===== src/rtl/piso_tx_pkg.sv =====
// Shared encodings for the two-requester PISO transmitter:
// FSM state values and requester indices.
package piso_tx_pkg;

  typedef enum logic {
    ST_IDLE  = 1'b0,
    ST_SHIFT = 1'b1
  } state_t;

  localparam logic REQ0 = 1'b0;
  localparam logic REQ1 = 1'b1;

endpackage


===== src/rtl/piso_shift_reg.sv =====
// Parallel-load, right-shifting register; bit 0 is the serial output.
// A load takes priority over a shift in the same cycle.
module piso_shift_reg #(
  parameter int WIDTH = 4
) (
  input  logic             clk,
  input  logic             rst,
  input  logic             load,
  input  logic             shift_en,
  input  logic [WIDTH-1:0] par_in,
  input  logic             ser_in,
  output logic             ser_out
);

  logic [WIDTH-1:0] r_q;

  always_ff @(posedge clk) begin
    if (rst) begin
      r_q <= '0;
    end else if (load) begin
      r_q <= par_in;
    end else if (shift_en) begin
      r_q <= {ser_in, r_q[WIDTH-1:1]};
    end
  end

  assign ser_out = r_q[0];

endmodule


===== src/rtl/piso_tx_arbiter.sv =====
// Round-robin arbiter plus framing FSM sharing one PISO shift register
// between two valid/ready requesters; words go out LSB first.
//
// state    | meaning
// ---------+-----------------------------------------------------------
// ST_IDLE  | link quiet, ser_frame=0, any valid word may be accepted
// ST_SHIFT | bit r_cnt of the current word on ser_out; accept on last bit
module piso_tx_arbiter
  import piso_tx_pkg::*;
#(
  parameter int WIDTH = 4
) (
  input  logic             clk,
  input  logic             rst,
  input  logic             req0_valid,
  input  logic [WIDTH-1:0] req0_data,
  output logic             req0_ready,
  input  logic             req1_valid,
  input  logic [WIDTH-1:0] req1_data,
  output logic             req1_ready,
  output logic             ser_out,
  output logic             ser_frame,
  output logic             ser_owner,
  output logic             done
);

  localparam int CNT_W = $clog2(WIDTH);
  localparam logic [CNT_W-1:0] LAST_CNT = CNT_W'(WIDTH - 1);

  state_t           r_state;
  state_t           w_state_nxt;
  logic [CNT_W-1:0] r_cnt;
  logic [CNT_W-1:0] w_cnt_nxt;
  logic             r_owner;
  logic             r_last_grant;

  logic             w_last_bit;
  logic             w_window;
  logic             w_ready0;
  logic             w_ready1;
  logic             w_accept;
  logic             w_winner;
  logic [WIDTH-1:0] w_par_in;
  logic             w_load;
  logic             w_shift;

  assign w_last_bit = (r_state == ST_SHIFT) && (r_cnt == LAST_CNT);
  assign w_window   = (r_state == ST_IDLE) || w_last_bit;

  // On a tie the requester that was not granted last time wins.
  assign w_ready0 = !rst && w_window && req0_valid &&
                    (!req1_valid || (r_last_grant == REQ1));
  assign w_ready1 = !rst && w_window && req1_valid &&
                    (!req0_valid || (r_last_grant == REQ0));

  assign w_accept = w_ready0 || w_ready1;
  assign w_winner = w_ready1 ? REQ1 : REQ0;
  assign w_par_in = w_ready1 ? req1_data : req0_data;

  always_comb begin
    w_state_nxt = r_state;
    w_cnt_nxt   = r_cnt;
    w_load      = 1'b0;
    w_shift     = 1'b0;
    case (r_state)
      ST_IDLE: begin
        if (w_accept) begin
          w_state_nxt = ST_SHIFT;
          w_cnt_nxt   = '0;
          w_load      = 1'b1;
        end
      end
      ST_SHIFT: begin
        if (w_accept) begin
          w_cnt_nxt = '0;
          w_load    = 1'b1;
        end else if (w_last_bit) begin
          // One more shift flushes the register to zero so ser_out idles low.
          w_state_nxt = ST_IDLE;
          w_cnt_nxt   = '0;
          w_shift     = 1'b1;
        end else begin
          w_cnt_nxt = r_cnt + CNT_W'(1);
          w_shift   = 1'b1;
        end
      end
      default: begin
        w_state_nxt = ST_IDLE;
        w_cnt_nxt   = '0;
      end
    endcase
  end

  always_ff @(posedge clk) begin
    if (rst) begin
      r_state      <= ST_IDLE;
      r_cnt        <= '0;
      r_owner      <= REQ0;
      r_last_grant <= REQ1;
    end else begin
      r_state <= w_state_nxt;
      r_cnt   <= w_cnt_nxt;
      if (w_accept) begin
        r_owner      <= w_winner;
        r_last_grant <= w_winner;
      end
    end
  end

  piso_shift_reg #(
    .WIDTH (WIDTH)
  ) u_shift_reg (
    .clk      (clk),
    .rst      (rst),
    .load     (w_load),
    .shift_en (w_shift),
    .par_in   (w_par_in),
    .ser_in   (1'b0),
    .ser_out  (ser_out)
  );

  assign req0_ready = w_ready0;
  assign req1_ready = w_ready1;
  assign ser_frame  = (r_state == ST_SHIFT);
  assign ser_owner  = r_owner;
  assign done       = !rst && w_last_bit;

endmodule


===== config.mk =====
export PLATFORM = sky130hd
export DESIGN_NAME = piso_tx_arbiter
export DESIGN_NICKNAME = d
export VERILOG_FILES = /design/src/rtl/piso_tx_pkg.sv /design/src/rtl/piso_shift_reg.sv /design/src/rtl/piso_tx_arbiter.sv
export SDC_FILE = /design/constraint.sdc
export NUM_CORES = 1
export LEC_CHECK = 0
export CAP_MARGIN = 30
export CORE_AREA = 2 2 39 41
export CTS_CLUSTER_DIAMETER = 40
export DETAILED_ROUTE_END_ITERATION = 8
export DIE_AREA = 0 0 41 43
export DONT_BUFFER_PORTS = 1
export HOLD_SLACK_MARGIN = 0.08
export MAX_ROUTING_LAYER = met4
export PLACE_DENSITY_LB_ADDON = 0.05
export SYNTH_ARGS = -nofsm -noshare
export SYNTH_HDL_FRONTEND = slang
export SYNTH_SLANG_ARGS = --single-unit

===== constraint.sdc =====
create_clock -name clk -period 1.6 [get_ports clk]
set_input_delay 0.16 -clock clk [delete_from_list [all_inputs] [get_ports clk]]
set_output_delay 0.16 -clock clk [all_outputs]
set_load 0.01 [all_outputs]

==> results.py <==
metrics = {
    "status": {
        "status": "complete, no violations",
    },
    "clock_network": {
        "cts_root_buf": "clkbuf_4",
        "cts_sinks": 9,
        "clkTransAtPathRegs_ps": 60,
        "clk_latency_ps": 250,
        "cts_made_buffers": 3,
        "cts-hold-fix-buffers": 1,
        "htreeDepth": 1,
        "cts_tree": "done",
        "cts_buffer_depth": 2,
        "ctsResizeCount": 0,
        "cts_setup_buffers": 0,
    },
    "min_path": {
        "min_path_type": "primary input to flip-flop",
        "min_from": "req0_valid",
        "holdPathStages": 2,
        "min_to": "ser_frame",
    },
    "routing": {
        "wire_per_inst_um": 14.5,
        "wirelength_mm": 1.03,
        "vias": 399,
        "via_per_inst": 5.62,
        "drc": 0,
        "firstDrtPassIters": 4,
        "drt-initial-drc-count": 2,
        "final_antenna_net_count": 0,
    },
    "global_route": {
        "grt_pass1_vias": 385,
        "grt_max_degree": 9,
        "grt_pass1_wl_mm": 1.60,
        "overflow": 0,
        "grt_antenna_before_repair": 0,
        "grt_use_total_pct": 14.2,
    },
    "sta": {
        "tns_ps": 0,
        "worst_slew_margin_rel_pct": 66.2,
        "slew_violations": 0,
        "layout_min_cycle_time_ps": 1490,
        "hold_viol": 0,
        "fin_crit_sh_pct": 93.1,
        "rsz0062_at_grt": "false",
        "clock.fmax_mhz": 671,
        "worst_slew_pin_slew_ps": 504,
        "setup_viol": 0,
        "fin_skew_ps": 0.849,
        "whs_ps": 88.2,
    },
    "yosys": {
        "synth_top_family_by_area": "compound AO/OA/AOI/OAI gates",
        "synthAdderAreaFrac_pct": 2.62,
        "synthSimpleGateAreaFrac_pct": 12.6,
        "synth_cells": 50,
        "ys_types": 26,
        "synth_top_area_share_pct": 37.7,
        "synth-warning-count": 0,
        "synth_nets": 63,
        "synth_area_um2": 478,
        "synth_top_area_cell": "dfxtp_1",
        "synth_area_leaders": "dfxtp_1, mux2i_1, a2111oi_4",
        "synth_compound_area_share_pct": 27.7,
        "synth.mux.area_fraction_pct": 12.8,
        "avgSynthCellArea_um2": 9.56,
        "seq_area_frac_synth_pct": 37.7,
        "synth_seq_cells": 9,
        "synth_xor_area_share_pct": 0,
    },
    "floorplan": {
        "die_x_um": 41,
        "core-area_um2": 1380,
        "dieArea_um2": 1760,
        "start_util_pct": 34.5,
        "num_rows": 14,
        "fp.dieH_um": 43,
        "top_level_ports": 18,
    },
    "power_and_ir_drop": {
        "clock_power_share_pct": 34.4,
        "ir_drop_mv": 0.360,
        "total_power_uw": 503,
        "combPwrFrac_pct": 14.7,
        "p_sw_share_pct": 26.0,
        "p_int_uw": 372,
        "p_sw_uw": 131,
        "leakage_uw": 0.000220,
        "p_per_area_nw_per_um2": 932,
        "seq_power_share_pct": 51.0,
    },
    "final_layout": {
        "fin_area_um2": 539,
        "drive_gt1_share_pct": 12.7,
        "syn_to_final_growth_pct": 12.8,
        "mostFrequentLayoutCell": "dfxtp_1",
        "final_cells": 71,
        "final_cell_mix": "dfxtp_1, inv_1, mux2i_1",
        "nets": 69,
        "n_antenna_cell": 0,
    },
    "place": {
        "dp.cells": 65,
        "place_area_um2": 493,
        "place_congestion": 0.711,
        "detailed_place_hpwl_um": 780,
        "port_buffers": 0,
    },
    "critical_path": {
        "arrival_ps": 1330,
        "r2r_slack_ps": 220,
        "timing.rr.end": "r_cnt[1]",
        "setup.worst_path.end_class": "output port",
        "r2r_cells": 4,
        "cp.required_ps": 1440,
        "critPathKind": "flip-flop to output port",
        "r2r_start": "r_cnt[0]",
        "crit_fanout": 4,
        "start_kind": "flip-flop",
    },
    "flow_run": {
        "cap_violations": 0,
    },
}
## registers in the layout, summed over array words and instances (netlist names)
| register | cells |
|---|---|
| u_shift_reg.r_q | 4 |
| r_cnt | 2 |
| ser_frame | 1 |
| ser_owner | 1 |
| r_last_grant | 1 |
## critical path: stages (launching register included)
cell and delay (ps):
dfxtp_1 330, ha_1 210, nor2b_1 90, a2111oi_4 440
## final cells by class
type | count | area (µm²)
Inverter | 7 | 26.3
Clock buffer | 4 | 26.3
Tap cell | 16 | 20.0
Sequential cell | 9 | 180
Multi-Input combinational cell | 33 | 267
Timing Repair Buffer | 2 | 20.0
Fill cell | 152 | 845
## power groups by stage
stage | registers, µW | logic, µW | clock network, µW
6_report | 256 | 73.7 | 173
2_1_floorplan | 258 | 60.5 | 0
3_3_place_gp | 261 | 67.4 | 0
5_1_grt | 258 | 82.2 | 198
3_5_place_dp | 261 | 67.8 | 0
4_1_cts | 257 | 72.0 | 181
## routing by layer
layer	track usage [%]	up-vias	part of all wire [%]
li1	-	191	-
met5	-	-	0
met2	20.9	17	49
met4	8.00	0	0
met1	16.9	191	42
met3	3.14	0	8.7
## cells by family after synthesis
group	count (synthesis)
AOI/OAI and AO/OA	15
adders and majority gates	1
buffers and inverters	8
DFF	9
muxes	6
and+or+nand+nor	11
## how the worst max path moves through the flow
stage | slack (ps) | start | end | cells after the start
finish | 110 | r_cnt[0] | req0_ready | 3
global route | 10 | r_cnt[0] | req0_ready | 3
CTS | 100 | r_cnt[0] | req0_ready | 3
detailed placement | 220 | r_cnt[0] | r_cnt[1] | 4
global placement | 220 | r_cnt[0] | r_cnt[1] | 4
floorplan | 360 | r_cnt[0] | r_cnt[1] | 4
## through the flow
step                utilization [%]  setup slack, ps
finish                         39.0              111
global route                   39.0             13.9
CTS                            38.2              101
detailed placement             35.6              222
global placement               35.6              223
floorplan                         -              355
## cell usage after synthesis
master     number
ha_1            1
nand2_1         1
nor3_1          1
dfxtp_1         9
a31oi_1         1
a21boi_4        1
o21ai_1         1
a32oi_1         1
o21ai_0         3
and3_1          2
nand2b_1        1
a221oi_1        3
buf_2           1
mux2_2          1
nor2b_1         1
or3_1           1
or2_1           1
o21bai_1        1
nor4_1          1
inv_1           6
inv_2           1
a21oi_1         2
a211oi_1        1
nor2_1          2
mux2i_1         5
a2111oi_4       1
Power figures use the tool's default switching activity.
